**src/rtl/pipe_pkg.sv**
```systemverilog
// Shared definitions for the elastic pipeline.
// Contents:
//   RD_W       width of a destination-register index
//   rd_t       destination-register index type
//   rd_hazard  1 when one in-flight entry writes the queried register
package pipe_pkg;

  localparam int RD_W = 5;

  typedef logic [RD_W-1:0] rd_t;

  // Register x0 is hard-wired, so a write to it can never create a RAW hazard.
  function automatic logic rd_hazard(input logic valid, input logic wen,
                                     input rd_t rd, input rd_t rs);
    return valid && wen && (rs != '0) && (rd == rs);
  endfunction

endpackage

```
**src/rtl/elastic_stage.sv**
```systemverilog
// One elastic pipeline stage: a main register and a skid register.
// The main register drives downstream. When downstream stalls while upstream
// transfers, the incoming word parks in the skid register. in_ready comes
// straight from a flop, so no combinational path runs from out_ready to in_ready.
// Ports:
//   clk, reset               clock, synchronous active-high reset
//   flush                    clear both valid bits on this edge
//   in_valid/in_ready/in_data     upstream handshake and payload
//   out_valid/out_ready/out_data  downstream handshake and payload (main register)
//   skid_valid/skid_data     skid register contents, used by the hazard scoreboard
module elastic_stage #(
  parameter int WIDTH = 32
) (
  input  logic             clk,
  input  logic             reset,
  input  logic             flush,
  input  logic             in_valid,
  output logic             in_ready,
  input  logic [WIDTH-1:0] in_data,
  output logic             out_valid,
  input  logic             out_ready,
  output logic [WIDTH-1:0] out_data,
  output logic             skid_valid,
  output logic [WIDTH-1:0] skid_data
);

  logic             r_main_valid;
  logic             r_skid_valid;
  logic [WIDTH-1:0] r_main_data;
  logic [WIDTH-1:0] r_skid_data;

  logic w_in_xfer;
  logic w_out_xfer;
  logic w_main_free;

  assign w_in_xfer   = in_valid && !r_skid_valid;
  assign w_out_xfer  = r_main_valid && out_ready;
  assign w_main_free = !r_main_valid || w_out_xfer;

  // The valid bits form the only state that reset or flush must clear.
  // A valid skid blocks upstream, so the skid never refills in the same
  // cycle that it drains into main.
  always_ff @(posedge clk) begin
    if (reset || flush) begin
      r_main_valid <= 1'b0;
      r_skid_valid <= 1'b0;
    end else if (w_main_free) begin
      r_main_valid <= r_skid_valid || w_in_xfer;
      r_skid_valid <= 1'b0;
    end else if (w_in_xfer) begin
      r_skid_valid <= 1'b1;
    end
  end

  // NOTE: the payload registers have no reset. The valid bits qualify them,
  // and leaving them unreset keeps the reset net off WIDTH*2 flops per stage.
  always_ff @(posedge clk) begin
    if (w_main_free) begin
      if (r_skid_valid) begin
        r_main_data <= r_skid_data;
      end else if (w_in_xfer) begin
        r_main_data <= in_data;
      end
    end else if (w_in_xfer) begin
      r_skid_data <= in_data;
    end
  end

  assign in_ready   = !r_skid_valid;
  assign out_valid  = r_main_valid;
  assign out_data   = r_main_data;
  assign skid_valid = r_skid_valid;
  assign skid_data  = r_skid_data;

endmodule

```
**src/rtl/elastic_pipe.sv**
```systemverilog
// Chain of DEPTH elastic stages carrying a WIDTH-bit payload under valid/ready.
// The module also provides a global flush, an in-flight destination-register
// scoreboard for RAW hazard detection, and an occupancy count.
// Optional build macro ELASTIC_PIPE_STATS_EN adds the stat_xfers and
// stat_stalls counters.
// Ports:
//   clk, reset                   clock, synchronous active-high reset
//   in_valid/in_ready/in_data    producer side
//   out_valid/out_ready/out_data consumer side
//   flush                        discard every in-flight entry
//   rs1, rs2                     hazard query registers
//   hazard_rs1, hazard_rs2       a valid in-flight entry writes rs1 / rs2
//   occupancy                    number of valid entries (main + skid, all stages)
//   stat_xfers, stat_stalls      (ELASTIC_PIPE_STATS_EN only) output transfers / stall cycles
module elastic_pipe
  import pipe_pkg::*;
#(
  parameter int WIDTH   = 32,
  parameter int DEPTH   = 2,
  parameter int RD_LSB  = 0,
  parameter int WEN_BIT = 5
) (
  input  logic                           clk,
  input  logic                           reset,
  input  logic                           in_valid,
  output logic                           in_ready,
  input  logic [WIDTH-1:0]               in_data,
  output logic                           out_valid,
  input  logic                           out_ready,
  output logic [WIDTH-1:0]               out_data,
  input  logic                           flush,
  input  logic [RD_W-1:0]                rs1,
  input  logic [RD_W-1:0]                rs2,
  output logic                           hazard_rs1,
  output logic                           hazard_rs2,
  output logic [$clog2(2*DEPTH+1)-1:0]   occupancy
`ifdef ELASTIC_PIPE_STATS_EN
  ,
  output logic [31:0]                    stat_xfers,
  output logic [31:0]                    stat_stalls
`endif
);

  localparam int OCC_W = $clog2(2*DEPTH+1);

  // Index g is the boundary in front of stage g. Index DEPTH is the output port.
  logic [DEPTH:0]   w_valid;
  logic [DEPTH:0]   w_ready;
  logic [WIDTH-1:0] w_data [DEPTH+1];
  logic [DEPTH-1:0] w_skid_valid;
  logic [WIDTH-1:0] w_skid_data [DEPTH];
  logic [DEPTH-1:0] w_hz1;
  logic [DEPTH-1:0] w_hz2;

  assign w_valid[0]     = in_valid;
  assign w_data[0]      = in_data;
  assign w_ready[DEPTH] = out_ready;
  assign in_ready       = w_ready[0];
  assign out_valid      = w_valid[DEPTH];
  assign out_data       = w_data[DEPTH];

  for (genvar g = 0; g < DEPTH; g++) begin : g_stage
    elastic_stage #(.WIDTH(WIDTH)) u_stage (
      .clk        (clk),
      .reset      (reset),
      .flush      (flush),
      .in_valid   (w_valid[g]),
      .in_ready   (w_ready[g]),
      .in_data    (w_data[g]),
      .out_valid  (w_valid[g+1]),
      .out_ready  (w_ready[g+1]),
      .out_data   (w_data[g+1]),
      .skid_valid (w_skid_valid[g]),
      .skid_data  (w_skid_data[g])
    );

    // Both registers of every stage take part in the hazard check. The word
    // on the input port is not yet in flight and is excluded.
    assign w_hz1[g] =
      rd_hazard(w_valid[g+1], w_data[g+1][WEN_BIT], w_data[g+1][RD_LSB +: RD_W], rs1) |
      rd_hazard(w_skid_valid[g], w_skid_data[g][WEN_BIT],
                w_skid_data[g][RD_LSB +: RD_W], rs1);
    assign w_hz2[g] =
      rd_hazard(w_valid[g+1], w_data[g+1][WEN_BIT], w_data[g+1][RD_LSB +: RD_W], rs2) |
      rd_hazard(w_skid_valid[g], w_skid_data[g][WEN_BIT],
                w_skid_data[g][RD_LSB +: RD_W], rs2);
  end

  assign hazard_rs1 = |w_hz1;
  assign hazard_rs2 = |w_hz2;

  logic             w_in_xfer;
  logic             w_out_xfer;
  logic [OCC_W-1:0] r_occupancy;

  assign w_in_xfer  = in_valid && in_ready;
  assign w_out_xfer = out_valid && out_ready;

  // A word accepted in a flush cycle is dropped, so flush forces the count to zero.
  always_ff @(posedge clk) begin
    if (reset || flush) begin
      r_occupancy <= '0;
    end else begin
      case ({w_in_xfer, w_out_xfer})
        2'b10:   r_occupancy <= r_occupancy + OCC_W'(1);
        2'b01:   r_occupancy <= r_occupancy - OCC_W'(1);
        default: r_occupancy <= r_occupancy;
      endcase
    end
  end

  assign occupancy = r_occupancy;

`ifdef ELASTIC_PIPE_STATS_EN
  logic [31:0] r_stat_xfers;
  logic [31:0] r_stat_stalls;

  // The counters observe the output port only. Flush does not clear them.
  always_ff @(posedge clk) begin
    if (reset) begin
      r_stat_xfers  <= '0;
      r_stat_stalls <= '0;
    end else begin
      if (w_out_xfer) begin
        r_stat_xfers <= r_stat_xfers + 32'd1;
      end
      if (out_valid && !out_ready) begin
        r_stat_stalls <= r_stat_stalls + 32'd1;
      end
    end
  end

  assign stat_xfers  = r_stat_xfers;
  assign stat_stalls = r_stat_stalls;
`endif

endmodule

```
**config.mk**
```make
export PLATFORM = sky130hd
export DESIGN_NAME = elastic_pipe
export DESIGN_NICKNAME = d
export VERILOG_FILES = /design/src/rtl/pipe_pkg.sv /design/src/rtl/elastic_stage.sv /design/src/rtl/elastic_pipe.sv
export SDC_FILE = /design/constraint.sdc
export NUM_CORES = 1
export LEC_CHECK = 0
export ABC_AREA = 1
export CAP_MARGIN = 30
export CORE_ASPECT_RATIO = 0.9
export CORE_MARGIN = 1
export CORE_UTILIZATION = 54
export DETAILED_ROUTE_END_ITERATION = 7
export PLACE_DENSITY = 0.8
export REMOVE_ABC_BUFFERS = 1
export SYNTH_ARGS = -nofsm -noshare
export SYNTH_HDL_FRONTEND = slang
export SYNTH_SLANG_ARGS = --single-unit
```
**constraint.sdc**
```tcl
create_clock -name clk -period 3.15 [get_ports clk]
set_clock_uncertainty 0.05 [all_clocks]
set_input_delay 0.4725 -clock clk [delete_from_list [all_inputs] [get_ports clk]]
set_output_delay 0.4725 -clock clk [all_outputs]
set_load 0.05 [all_outputs]
```
# Word-level counts from Yosys, hierarchy flattened
# Cells that the tools add are included.
[totals]
reg_bits = 135
in_bits = 47
elab_cells = 77
[op_classes]
addsub = 2
eq_ne = 10
n_mux = 5
n_bitwise = 6
reduce_logical = 45
[ops]
columns = ["cell", "count"]
rows = [
  ["two-way mux 32 bit", 4],
  ["equality test 5 bit", 8],
  ["logical AND 1 bit", 23],
  ["nonzero test 5 bit", 2],
  ["AND reduction 2 bit", 4],
  ["OR reduction 2 bit", 4],
  ["case mux 3 bit (2 select lines)", 1],
  ["nonzero test 2 bit", 3],
  ["logical OR 1 bit", 5],
  ["logical NOT 1 bit", 4],
  ["bitwise OR 1 bit", 4],
  ["adder 3 x 1 -> 3 bit (second input constant)", 1],
  ["subtractor 3 x 1 -> 3 bit (second input constant)", 1],
  ["equality test 2 x 1 -> 1 bit (second input constant)", 1],
  ["equality test 2 bit (second input constant)", 1],
  ["inverter 1 bit", 2],
]

# Logic depth before layout (Yosys ltp)
# Gate-level depths: netlist (run 1).
[logic_depth]
word_depth = 5
depth_mapped = 10

# Modules after synthesis
# Synthesis (run 1) repeated with hierarchy kept, for this count alone.
[hier_totals]
cells_unflattened = 585
hier_area_um2 = 5851.9
[modules_own_cells]
columns = ["mod", "n_inst", "cells_per_inst", "area_each_um2", "seq_area_each_um2"]
rows = [
  ["elastic_stage", 2, 183, 2458.6, 1961.9],
  ["elastic_pipe", 1, 219, 934.6, 60.1],
]

# Worst setup path after synthesis (run 1)
# No wires, ideal clock.
[synth_timing]
path_kind = "register -> register"
from = "reg g_stage[1].u_stage.r_main_valid"
to = "reg g_stage[1].u_stage.r_skid_data[0], enable pin"
setup_ps = 421
arrival_ps = 2299
required_ps = 2679
slack_ps = 380
stages_incl_launch_ff = 5
path_buffers = 0
cell_sequence = "dfxtp_1 -> inv_1 -> nor2_1 -> nand2_1 -> nor2_1"
[synth_between]
elab_chain_len = 4
[synth_rtl]
columns = ["item", "line", "source"]
rows = [
  ["start: declaration", "elastic_stage.sv:27", "logic r_main_valid;"],
  ["start signal: assignment", "elastic_stage.sv:48", "r_main_valid <= r_skid_valid || w_in_xfer;"],
  ["logical NOT 1 bit / logical AND 1 bit (equally long branches)", "elastic_stage.sv:38, elastic_stage.sv:37", ""],
  ["logical OR 1 bit *", "elastic_stage.sv:38", "assign w_main_free = !r_main_valid || w_out_xfer;"],
  ["inverter 1 bit (no line) *", "--", ""],
  ["AND reduction 2 bit (no line) *", "--", ""],
  ["end signal: assignment", "elastic_stage.sv:65", "r_skid_data <= in_data;"],
  ["end: declaration", "elastic_stage.sv:30", "logic [WIDTH-1:0] r_skid_data;"],
]
# Mark *: on every way between the ends. The rest lies on a longest branch, timed or not.
# A chain may end at the register's enable or synchronous reset.

# Final worst setup path (run 1)
[layout_timing]
from = "in rs2[3]"
to = "out hazard_rs2"
[layout_between]
elab_chain_len = 5
[layout_rtl]
columns = ["item", "line", "source"]
rows = [
  ["start: declaration", "elastic_pipe.sv:33", "input logic [RD_W-1:0] rs2,"],
  ["nonzero test 5 bit", "pipe_pkg.sv:15", "return valid && wen && (rs != '0) && (rd == rs);"],
  ["logical AND 1 bit (2 in series)", "pipe_pkg.sv:15", ""],
  ["bitwise OR 1 bit", "elastic_pipe.sv:84", "rd_hazard(w_valid[g+1], w_data[g+1][WEN_BIT], w_data[g+1][RD_LSB +: RD_W], rs2) |"],
  ["OR reduction 2 bit *", "elastic_pipe.sv:90", "assign hazard_rs2 = |w_hz2;"],
  ["end: declaration", "elastic_pipe.sv:35", "output logic hazard_rs2,"],
]
# Marked as above.

==> results by group, run 1 <==
Outcome
  • Status: finished, final reports clean

Logic synthesis
  • Area share of the leading cell type in the synthesized netlist: slightly below 70%
  • Yosys warning count: 0
  • Most common cell in the netlist: nand2_1
  • Largest cells by area after synthesis: edfxtp_1 68%, nand2_1 13%, mux2_2 5.4%
  • Main combinational cell family by area after synthesis: simple AND/OR/NAND/NOR gates
  • Register area share after synthesis: a little over two thirds
  • Most common flop cell mapped by yosys: edfxtp_1
  • Syn Inst Count: roughly 500
  • Synth cell count leaders: 203 x nand2_1, 128 x edfxtp_1, 42 x nor2_1, 35 x inv_1, 27 x mux2_2
  • Synthesized area: 5669 µm²
  • Synth Register Bits: between 100 and 150
  • EDFF count, synth: 128
  • Cell taking the most area after synthesis: edfxtp_1
  • Post-Synth XOR/XNOR Area: 0%
  • Synth Area in Simple Gates: 17.57%
  • Count of different cell masters after synthesis: 18
  • Compound-Gate Fraction of Synth Area: 2.295%
  • Post-Synth Adder-Cell Area: less than 1%
  • Mux contribution to synthesized area: 5.363%
  • Syn Area/Cell: 11.25 µm²
  • Async S/R FF share, synth: 0%

Floorplan
  • IO Pins: between 80 and 90
  • Core area: about 10,000 µm²
  • FP Rows: 35
  • Die Y: 99.21 µm
  • Die W: 110.0 µm
  • Die area: 10,910 µm²
  • Initial cell density of the core: 55.56%

Global route
  • Total grt overflow: 0
  • First-pass GRT wire length: about 19 mm
  • Tot GR Track Use: 23.66%
  • Initial antenna violation count: 0
  • Largest net degree at the start of global routing: 41
  • Vias in the first global route: approximately 3,800

Timing
  • Unrepaired setup endpoints after global routing: false
  • Final Hold Vio Count: 0
  • Pins over their slew limit: 0
  • Relative slew slack: 64.53%
  • Tcrit/Tclk final: 83.37%
  • Final setup fails: 0
  • Worst slew pin tran: 0.5304 ns
  • FMAX: 380.8 MHz
  • Min Tclk post-route: 2.626 ns

Cells and area
  • Post-Layout Inst Area: 7293 µm²
  • Final cell count without fillers: 746
  • Final net count: around 650
  • Multi-input logic area: 1496 µm²
  • Fillers: 737
  • Register area: between 3000 and 4000 µm²
  • Layout cells sized above 1: 13.29%
  • # diodes: 0
  • Area growth from synthesis to layout: 28.65%

Detailed routing
  • Final Routed Wirelength: 11.85 mm
  • Drt first pass iters: 4
  • 1st-iter DRT viols: 205
  • WL/cell: 15.89 µm
  • Vias: about 3,800
  • Vias per cell: 5.070
  • Final ANT Viol Nets: 0
  • DRC Markers: 0

Worst setup path
  • CP Cell Sequence: clkdlybuf4s50_1 -> inv_2 -> nand2_1 -> nand2_1 -> nor2_1 -> nand3_1 -> nand2_1 -> nor2_1 -> nor2_1 -> buf_12
  • Crit path capture type: output port
  • CP Data Arrival Time: 2.10 ns
  • Critical path's slowest cell: clkdlybuf4s50_1
  • Crit path largest cell delay: approximately 0.64 ns
  • Critical path class: input port to output port
  • WP data required: 2.63 ns
  • CP Launch Type: input port
  • Crit-path max FO: 5

Power and ir drop
  • VDD IR max: 0.5161 mV
  • Sequential power share: 48.9%
  • Power Density: between 500 and 600 nW/µm²
  • Internal: 3163 µW
  • Comb power frac: ~6.3%
  • Sw Ratio: 23.83%
  • Leak Pwr: about 0.0029 µW
  • Psw: around 990 µW
  • Power share of the clock group: between 40 and 50%

CTS
  • Root buffer cell: clkbuf_16
  • CTS max path bufs: 2
  • H-tree levels: 4
  • Post-CTS Hold Buffers: 0
  • Clk sinks: 135
  • CTS clk-pin slew, worst paths: approximately 0.060 ns
  • Clk_lat worst skew: around 0.4 ns
  • CTS tree: done
  • Num CTS Buffers: 17
  • # Post-CTS Setup Buffers: 0
  • CTS resizes: 0

Flow run
  • Max-Cap Viols: 0

Placement
  • RD Place Congestion: 0.8954
  • Post-placement cell area: 6729 µm²
  • Dpl cells: 714
  • Post-DP HPWL: 7.990 mm
  • Port Buffer Count: 85

Min path
  • HP Class: flip-flop to flip-flop
layout by cell type, fill, tap and decap left out, drive strengths merged:
| master | n |
|---|---|
| clkinv | 4 |
| edfxtp | 128 |
| nor3 | 4 |
| ha | 1 |
| clkbuf | 17 |
| a21oi | 7 |
| buf | 11 |
| dfxtp | 7 |
| clkinvlp | 3 |
| inv | 50 |
| nand3 | 10 |
| o21ai | 19 |
| fa | 1 |
| nor2 | 43 |
| mux2 | 27 |
| clkdlybuf4s50 | 82 |
| nand2 | 203 |
state kept, by name, summed over array words and instances, names as in the netlist:
register	count
g_stage.u_stage.out_data	64
g_stage.u_stage.out_valid	2
g_stage.u_stage.skid_data	64
g_stage.u_stage.skid_valid	2
occupancy	3
critical path, delay by kind of cell:
kind	cells	cell delay, ns
buffers and inverters	3	0.94
AND/OR/NAND/NOR	7	0.69
metrics by stage:
stage | setup slack, ns | power (µW) | util, % | hold WS, ns | setup TNS, ns
after global routing | 0.4357 | 4287 | 71.48 | 0.3939 | 0
after detailed placement | 0.5236 | 2331 | 65.95 | 0.3819 | 0
after global placement | 0.5224 | 2323 | 65.95 | 0.3781 | 0
after floorplan | -0.3171 | 2196 | - | 0.3722 | -10.15
after CTS | 0.5171 | 4198 | 71.48 | 0.3934 | 0
final | 0.5237 | 4153 | 71.48 | 0.3951 | 0
metal layers:
metal / global-route usage, % / up-vias / wire (µm)
met2: 38.51 / 116 / 6000
li1: - / 1887 / -
met1: 31.44 / 1770 / 4982
met5: 0 / - / 0
met3: 4.784 / 9 / 777
met4: 8.923 / 0 / 92
power by group through the flow:
stage,logic (µW),registers [µW],clock network [µW]
CTS,265,2030,1900
floorplan,88.9,2110,0
global route,287,2030,1970
global placement,258,2070,0
detailed placement,263,2070,0
finish,264,2030,1860
path summary, 6_finish.rpt:
check / from / endpoint / slack [ns] / depth (start not counted)
worst max-delay path: rs2[3] / hazard_rs2 / 0.52 / 10
worst min-delay path: g_stage[0].u_stage.out_data[26] / g_stage[1].u_stage.skid_data[26] / 0.40 / 0
worst max register to register: g_stage[0].u_stage.skid_valid / occupancy[2] / 0.96 / 10
worst min register to register: g_stage[0].u_stage.out_data[26] / g_stage[1].u_stage.skid_data[26] / 0.40 / 0
cell type report:
| type | count | share of cell area, % |
|---|---|---|
| Tap cell | 129 | 2.213 |
| Inverter | 42 | 2.162 |
| Sequential cell | 135 | 54.64 |
| Clock buffer | 17 | 5.833 |
| Timing Repair Buffer | 93 | 12.73 |
| Multi-Input combinational cell | 315 | 20.52 |
| Clock inverter | 15 | 1.904 |
cell families (layout without fill, tap and decap cells):
| logic type | after synthesis | in the layout |
|---|---|---|
| muxes | 27 | 27 |
| DFF | 135 | 135 |
| buffers and inverters | 54 | 167 |
| adders and majority gates | 2 | 2 |
| and+or+nand+nor | 260 | 260 |
| AOI/OAI and AO/OA | 26 | 26 |
(Power assumes the default switching activity.)
==> run 2, diff against run 1 <==
==> constraint.sdc (replaced) <==
create_clock -name clk -period 2.6 [get_ports clk]
set_clock_uncertainty 0.05 [all_clocks]
set_input_delay 0.39 -clock clk [delete_from_list [all_inputs] [get_ports clk]]
set_output_delay 0.39 -clock clk [all_outputs]
set_load 0.05 [all_outputs]
==> results by group, run 2 (synthesis gave the netlist of run 1 again) <==
Global route
  • GR Util met2: 38.13% (was 38.51%)
  • Vias in the first global route: 3,748 (was 3,798)
  • Tot GR Track Use: 24.01% (was 23.66%)
  • Initial antenna violation count: 0 (unchanged)
  • Largest net degree at the start of global routing: 38 (was 41)
  • Most used routing layer: met2 (unchanged)
  • First-pass GRT wire length: 18.75 mm (unchanged)
  • Grt met1 use: 31.24% (was 31.44%)
  • Total grt overflow: 0 (unchanged)
  • GRT met3 Usage: 6.619% (was 4.784%)

Placement
  • RD Place Congestion: 0.9445 (was 0.8954)
  • Post-DP HPWL: 8.194 mm (was 7.990 mm)
  • Post-placement cell area: 6787 µm² (was 6729 µm²)
  • Port Buffer Count: 85 (unchanged)

Detailed routing
  • Final ANT Viol Nets: 0 (unchanged)
  • Vias: 3,869 (was 3,782)
  • Vias per cell: 5.186 (was 5.070)
  • 1st-iter DRT viols: 214 (was 205)
  • WL/cell: 15.96 µm (was 15.89 µm)
  • DRC Markers: 0 (unchanged)
  • Final Routed Wirelength: 11.90 mm (was 11.85 mm)
  • Drt first pass iters: 5 (was 4)

Cells and area
  • Final net count: 654 (was 653)
  • Layout cells sized above 1: 12.80% (was 13.29%)
  • Multi-input logic area: 1496 µm² (unchanged)
  • Commonest non-fill, non-tap cell in the layout: nand2_1 (unchanged)
  • # diodes: 0 (unchanged)
  • Commonest non-fill, non-tap cells in the layout: 203 x nand2_1, 128 x edfxtp_1, 82 x clkdlybuf4s50_1, 39 x nor2_1, 35 x inv_1 (unchanged)
  • Post-Layout Inst Area: 7371 µm² (was 7293 µm²)
  • Register area: 3985 µm² (unchanged)
  • Area growth from synthesis to layout: 30.02% (was 28.65%)
  • Fillers: 723 (was 737)

Flow run
  • Max-Cap Viols: 0 (unchanged)

CTS
  • Num CTS Buffers: 17 (unchanged)
  • # Post-CTS Setup Buffers: 0 (unchanged)
  • CTS resizes: 0 (unchanged)
  • CTS max path bufs: 2 (unchanged)
  • Root buffer cell: clkbuf_16 (unchanged)
  • Clk sinks: 135 (unchanged)
  • H-tree levels: 4 (unchanged)
  • CTS tree: done (unchanged)
  • CTS clk-pin slew, worst paths: 0.06 ns (about the same)
  • Clk_lat worst skew: 0.41 ns (about the same)
  • Post-CTS Hold Buffers: 0 (unchanged)

Worst setup path
  • WP data required: 2.16 ns (was 2.63 ns)
  • R2r setup slk: 0.72 ns (was 0.96 ns)
  • Crit path largest cell delay: 0.55 ns (was 0.64 ns)
  • R2r endpoint: occupancy[2] (unchanged)
  • Reg2reg path depth: 9 (was 10)
  • Crit path capture type: output port (unchanged)
  • CP Cell Sequence: clkdlybuf4s50_1 -> inv_1 -> nand2_1 -> nand2_1 -> nor2_1 -> nand3_1 -> nand2_1 -> nor2_1 -> nor2_1 -> buf_12 (was clkdlybuf4s50_1 -> inv_2 -> nand2_1 -> nand2_1 -> nor2_1 -> nand3_1 -> nand2_1 -> nor2_1 -> nor2_1 -> buf_12)
  • Critical path class: input port to output port (unchanged)
  • Worst path top cell family by delay: buffers and inverters (unchanged)
  • Crit-path max FO: 6 (was 5)
  • CP Data Arrival Time: 2.03 ns (was 2.10 ns)
  • CP Launch Type: input port (unchanged)
  • Critical path's slowest cell: clkdlybuf4s50_1 (unchanged)
  • Worst r2r src: g_stage[0].u_stage.skid_valid (unchanged)
  • Worst Path Buf+Inv: 3 (unchanged)

Floorplan
  • Die area: 10,910 µm² (unchanged)
  • Die Y: 99.21 µm (unchanged)
  • Core area: 10,200 µm² (unchanged)
  • FP Rows: 35 (unchanged)
  • IO Pins: 86 (unchanged)
  • Initial cell density of the core: 55.56% (unchanged)
  • Die W: 110.0 µm (unchanged)

Power and ir drop
  • Tot Pwr: 5151 µW (was 4153 µW)
  • VDD IR max: 0.6174 mV (was 0.5161 mV)
  • Sequential power share: 47.8% (was 48.9%)
  • Psw: 1079 µW (was 989.5 µW)
  • Comb power frac: 6.3% (about the same)
  • Power share of the clock group: 45.9% (was 44.8%)
  • Leak Pwr: 0.002906 µW (was 0.002883 µW)
  • Sw Ratio: 20.94% (was 23.83%)
  • Internal: 4072 µW (was 3163 µW)
  • Power Density: 698.8 nW/µm² (was 569.4 nW/µm²)

Timing
  • Relative slew slack: 63.96% (was 64.53%)
  • FMAX: 405.4 MHz
  • Unrepaired setup endpoints after global routing: false (unchanged)
  • Final setup fails: 0 (unchanged)
  • Pins over their slew limit: 0 (unchanged)
  • Min Tclk post-route: 2.467 ns
  • Worst slew pin tran: 0.5388 ns (was 0.5304 ns)
  • Tcrit/Tclk final: between 90% and 100%
  • Final Hold Vio Count: 0 (unchanged)

Min path
  • HP Class: flip-flop to flip-flop (unchanged)
  • Hold Path Origin: g_stage[0].u_stage.out_data[20] (was g_stage[0].u_stage.out_data[26])
  • WHS Endpoint: g_stage[1].u_stage.skid_data[20] (was g_stage[1].u_stage.skid_data[26])
  • Hold depth: 0 (unchanged)

Outcome
  • Status: finished, final reports clean (unchanged)
## run 2: cell count changes in the layout (fill, tap and decap cells not counted)
cell       previous run  this run
buf_12                2         6
buf_4                 9         6
bufinv_16             0         3
clkbuf_1              0         1
clkinv_1              1         3
clkinv_8              1         0
inv_6                 3         2
inv_8                 5         0
## run 2: worst max-delay path by stage
stage                                             start                              end  slack, ns  depth (start not counted)
after global placement                           rs1[3]                       hazard_rs1       0.12                         10
after floorplan           g_stage[0].u_stage.skid_valid  g_stage[0].u_stage.skid_data[0]      -0.87                          3
after detailed placement                         rs1[3]                       hazard_rs1       0.16                         10
after CTS                                        rs1[3]                       hazard_rs1       0.15                         10
after global routing                             rs1[3]                       hazard_rs1       0.07                         10
final                                            rs1[3]                       hazard_rs1       0.13                         10
## run 2: per-layer routing
layer  wire length (µm)  vias up  part of all wire (%)
met4                151        0                   1.3
met3                772       11                   6.5
met2               5880      129                    49
li1                   -     1885                     -
met5                  0        -                     0
met1               5098     1844                    43
## run 2: area by class of cell
| type | instances | share of cell area [%] |
|---|---|---|
| multi-input cells | 315 | 20.30 |
| well taps | 129 | 2.190 |
| inverters | 42 | 2.139 |
| flip-flops and latches | 135 | 54.07 |
| clock buffers | 18 | 5.822 |
| repair buffers | 94 | 13.38 |
| clock inverters | 13 | 2.105 |
## run 2: metrics by stage
stage | TNS, ns | setup slack [ns] | cells | utilization [%] | hold slack [ns]
finish | 0 | 0.1334 | 746 | 72.24 | 0.3947
global route | 0 | 0.07184 | 746 | 72.24 | 0.4013
CTS | 0 | 0.1453 | 746 | 72.24 | 0.3919
detailed placement | 0 | 0.1584 | 715 | 66.51 | 0.3822
global placement | 0 | 0.1241 | 715 | 66.51 | 0.3780
floorplan | -62.64 | -0.8671 | 492 | - | 0.3722
## run 2: power groups by stage
| stage | logic, µW | registers (µW) | clock network (µW) |
|---|---|---|---|
| floorplan | 108 | 2550 | 0 |
| CTS | 328 | 2460 | 2400 |
| detailed placement | 326 | 2500 | 0 |
| global placement | 319 | 2500 | 0 |
| finish | 326 | 2460 | 2360 |
| global route | 353 | 2460 | 2490 |
==> run 3, diff against run 2 <==
--- a/config.mk
+++ b/config.mk
@@ -11,8 +11,9 @@
 export CORE_MARGIN = 1
 export CORE_UTILIZATION = 54
 export DETAILED_ROUTE_END_ITERATION = 7
-export PLACE_DENSITY = 0.8
+export PLACE_DENSITY = 0.79
 export REMOVE_ABC_BUFFERS = 1
 export SYNTH_ARGS = -nofsm -noshare
 export SYNTH_HDL_FRONTEND = slang
+export SYNTH_HIERARCHICAL = 1
 export SYNTH_SLANG_ARGS = --single-unit
==> results by group, run 3 <==
CTS
  • # Post-CTS Setup Buffers: 0 (unchanged)
  • Post-CTS Hold Buffers: 0 (unchanged)
  • Num CTS Buffers: 17 (unchanged)
  • CTS resizes: 0 (unchanged)
  • Root buffer cell: clkbuf_16 (unchanged)
  • CTS max path bufs: 2 (unchanged)
  • CTS clk-pin slew, worst paths: 0.05 ns (was 0.06 ns)
  • H-tree levels: 4 (unchanged)
  • CTS tree: done (unchanged)
  • Clk sinks: 135 (unchanged)
  • Clk_lat worst skew: 0.40 ns (was 0.41 ns)

Worst setup path
  • CP Data Arrival Time: 1.96 ns (was 2.03 ns)
  • R2r setup slk: 0.59 ns (was 0.72 ns)
  • WP data required: 2.16 ns (about the same)
  • CP Cell Sequence: clkdlybuf4s50_1 -> inv_2 -> nand2_1 -> nand2_1 -> nor2_1 -> nand3_1 -> nand2_1 -> nor2_1 -> nor2_1 -> buf_12 (was clkdlybuf4s50_1 -> inv_1 -> nand2_1 -> nand2_1 -> nor2_1 -> nand3_1 -> nand2_1 -> nor2_1 -> nor2_1 -> buf_12)
  • Crit path capture type: output port (unchanged)
  • Worst path top cell family by delay: buffers and inverters (unchanged)
  • Crit path largest cell delay: 0.60 ns (was 0.55 ns)
  • Worst Path Buf+Inv: 3 (unchanged)
  • Crit-path max FO: 6 (unchanged)
  • Reg2reg path depth: 5 (was 9)
  • Critical path's slowest cell: clkdlybuf4s50_1 (unchanged)
  • Critical path class: input port to output port (unchanged)
  • CP Launch Type: input port (unchanged)
  • R2r endpoint: g_stage[0].u_stage/skid_data[3] (was occupancy[2])
  • Worst r2r src: g_stage[1].u_stage/skid_valid (was g_stage[0].u_stage.skid_valid)

Detailed routing
  • Final Routed Wirelength: 12.87 mm (was 11.90 mm)
  • Vias: 4,158 (was 3,869)
  • Vias per cell: 5.046 (was 5.186)
  • Final ANT Viol Nets: 0 (unchanged)
  • DRC Markers: 6 (was 0)
  • 1st-iter DRT viols: 285 (was 214)
  • WL/cell: 15.62 µm (was 15.96 µm)
  • Drt first pass iters: 8 (was 5)

Cells and area
  • Post-Layout Inst Area: 7393 µm² (was 7371 µm²)
  • Layout cells sized above 1: 8.345% (was 12.80%)
  • Commonest non-fill, non-tap cell in the layout: nand2_1 (unchanged)
  • Final net count: 732 (was 654)
  • Area growth from synthesis to layout: 26.34% (was 30.02%)
  • Commonest non-fill, non-tap cells in the layout: 316 x nand2_1, 128 x edfxtp_1, 82 x clkdlybuf4s50_1, 42 x nor2_1, 36 x inv_1 (was 203 x nand2_1, 128 x edfxtp_1, 82 x clkdlybuf4s50_1, 39 x nor2_1, 35 x inv_1)
  • Final cell count without fillers: 824 (was 746)
  • # diodes: 0 (unchanged)

Logic synthesis
  • Cell taking the most area after synthesis: edfxtp_1 (unchanged)
  • Register area share after synthesis: 68.08% (was 70.27%)
  • Synth Register Bits: 135 (unchanged)
  • Post-Synth XOR/XNOR Area: 0% (unchanged)
  • Most common cell in the netlist: nand2_1 (unchanged)
  • Largest cells by area after synthesis: edfxtp_1 66%, nand2_1 20%, nor2_1 3.0% (was edfxtp_1 68%, nand2_1 13%, mux2_2 5.4%)
  • Syn Inst Count: 585 (was 504)
  • Synthesized area: 5852 µm² (was 5669 µm²)
  • Post-Synth Adder-Cell Area: 0.5559% (was 0.5738%)
  • Mux contribution to synthesized area: 0% (was 5.363%)
  • Syn Area/Cell: 10.00 µm² (was 11.25 µm²)
  • Yosys warning count: 6 (was 0)
  • Async S/R FF share, synth: 0% (unchanged)
  • Main combinational cell family by area after synthesis: simple AND/OR/NAND/NOR gates (unchanged)
  • Synth cell count leaders: 316 x nand2_1, 128 x edfxtp_1, 46 x nor2_1, 36 x inv_1, 10 x nand3_1 (was 203 x nand2_1, 128 x edfxtp_1, 42 x nor2_1, 35 x inv_1, 27 x mux2_2)
  • Count of different cell masters after synthesis: 21 (was 18)
  • Synth Area in Simple Gates: 24.46% (was 17.57%)
  • Area share of the leading cell type in the synthesized netlist: 65.68% (was 67.80%)
  • Compound-Gate Fraction of Synth Area: 1.026% (was 2.295%)
  • EDFF count, synth: 128 (unchanged)
  • Most common flop cell mapped by yosys: edfxtp_1 (unchanged)

Placement
  • Post-placement cell area: 6819 µm² (was 6787 µm²)
  • Port Buffer Count: 85 (unchanged)
  • RD Place Congestion: 0.9411 (was 0.9445)
  • Dpl cells: 793 (was 715)
  • Post-DP HPWL: 8.798 mm (was 8.194 mm)

Flow run
  • Max-Cap Viols: 0 (unchanged)

Floorplan
  • FP Rows: 35 (unchanged)
  • Initial cell density of the core: 56.38% (was 55.56%)
  • IO Pins: 86 (unchanged)
  • Die W: 111.7 µm (was 110.0 µm)
  • Die area: 11,260 µm² (was 10,910 µm²)
  • Die Y: 100.8 µm (was 99.21 µm)
  • Core area: 10,380 µm² (was 10,200 µm²)

Power and ir drop
  • VDD IR max: 0.5703 mV (was 0.6174 mV)
  • Internal: 3981 µW (was 4072 µW)
  • Psw: 1106 µW (was 1079 µW)
  • Leak Pwr: 0.003121 µW (was 0.002906 µW)
  • Sw Ratio: 21.75% (was 20.94%)
  • Comb power frac: 6.4% (was 6.3%)
  • Power share of the clock group: 45.3% (was 45.9%)
  • Power Density: 688.0 nW/µm² (was 698.8 nW/µm²)
  • Sequential power share: 48.4% (was 47.8%)

Timing
  • Unrepaired setup endpoints after global routing: false (unchanged)
  • Worst slew pin tran: 0.5445 ns (was 0.5388 ns)
  • Setup TNS: 0 ns (unchanged)
  • FMAX: 417.4 MHz (was 405.4 MHz)
  • Min Tclk post-route: 2.396 ns (was 2.467 ns)
  • Final setup fails: 0 (unchanged)
  • Tcrit/Tclk final: 92.15% (was 94.87%)
  • Relative slew slack: 63.59% (was 63.96%)
  • Pins over their slew limit: 0 (unchanged)
  • Final Hold Vio Count: 0 (unchanged)

Min path
  • WHS Endpoint: g_stage[1].u_stage/skid_data[12] (was g_stage[1].u_stage.skid_data[20])
  • HP Class: flip-flop to flip-flop (unchanged)
  • Hold Path Origin: g_stage[0].u_stage/out_data[12] (was g_stage[0].u_stage.out_data[20])
  • Hold depth: 0 (unchanged)

Global route
  • Initial antenna violation count: 0 (unchanged)
  • Total grt overflow: 0 (unchanged)
  • First-pass GRT wire length: 20.29 mm (was 18.75 mm)
  • Largest net degree at the start of global routing: 36 (was 38)
  • Tot GR Track Use: 24.43% (was 24.01%)
  • Vias in the first global route: 4,088 (was 3,748)

Outcome
  • Status: complete, but fails checks (was finished, final reports clean)
  • Failing checks: design-rule violations
[run 3: metrics by stage]
stage          total power [µW]  utilization [%]  hold slack (ns)  setup slack, ns
2_1_floorplan              2662                -           0.3768          -0.5781
3_3_place_gp               2819            65.70           0.3807           0.1712
3_5_place_dp               2828            65.70           0.3818           0.2115
4_1_cts                    5117            71.24           0.3947           0.2087
5_1_grt                    5245            71.24           0.4055          0.01837
6_report                   5087            71.24           0.3949           0.2042
[run 3: how the worst max path moves through the flow]
| stage | start | end | cells after the start |
|---|---|---|---|
| after floorplan | g_stage[1].u_stage/skid_valid | g_stage[0].u_stage/skid_data[0] | 4 |
| after global placement | rs1[0] | hazard_rs1 | 10 |
| after detailed placement | rs1[0] | hazard_rs1 | 10 |
| after CTS | rs2[0] | hazard_rs2 | 10 |
| after global routing | rs1[0] | hazard_rs1 | 10 |
| final | rs2[0] | hazard_rs2 | 10 |
[run 3: power groups by stage]
stage	combinational (µW)	clock, µW	sequential [µW]
floorplan	108	0	2550
global placement	315	0	2500
detailed placement	322	0	2510
CTS	324	2330	2460
global route	352	2430	2470
finish	323	2300	2460
[run 3: area by class of cell]
class	count	area, µm²
tap	129	161.4
timing repair buffer	93	928.4
multi-input combinational	389	1554
sequential	135	3984
clock inverter	13	145.1
clock buffer	18	429.2
inverter	47	191.4
fill	737	2985
[run 3: metal layers]
metal | track usage (%) | up-vias | share of wire, %
li1 | - | 2071 | -
met1 | 31.08 | 1933 | 45
met2 | 41.52 | 144 | 49
met3 | 6.194 | 10 | 5.2
met4 | 7.692 | 0 | 0.78
met5 | 0 | - | 0
[run 3: kinds of logic (layout without fill, tap and decap cells)]
kind of cell / count (synthesis) / after routing
DFF: 135 / 135
buffers and inverters: 61 / 171
and+or+nand+nor: 376 / 376
adders and majority gates: 2 / 2
AOI/OAI and AO/OA: 11 / 11
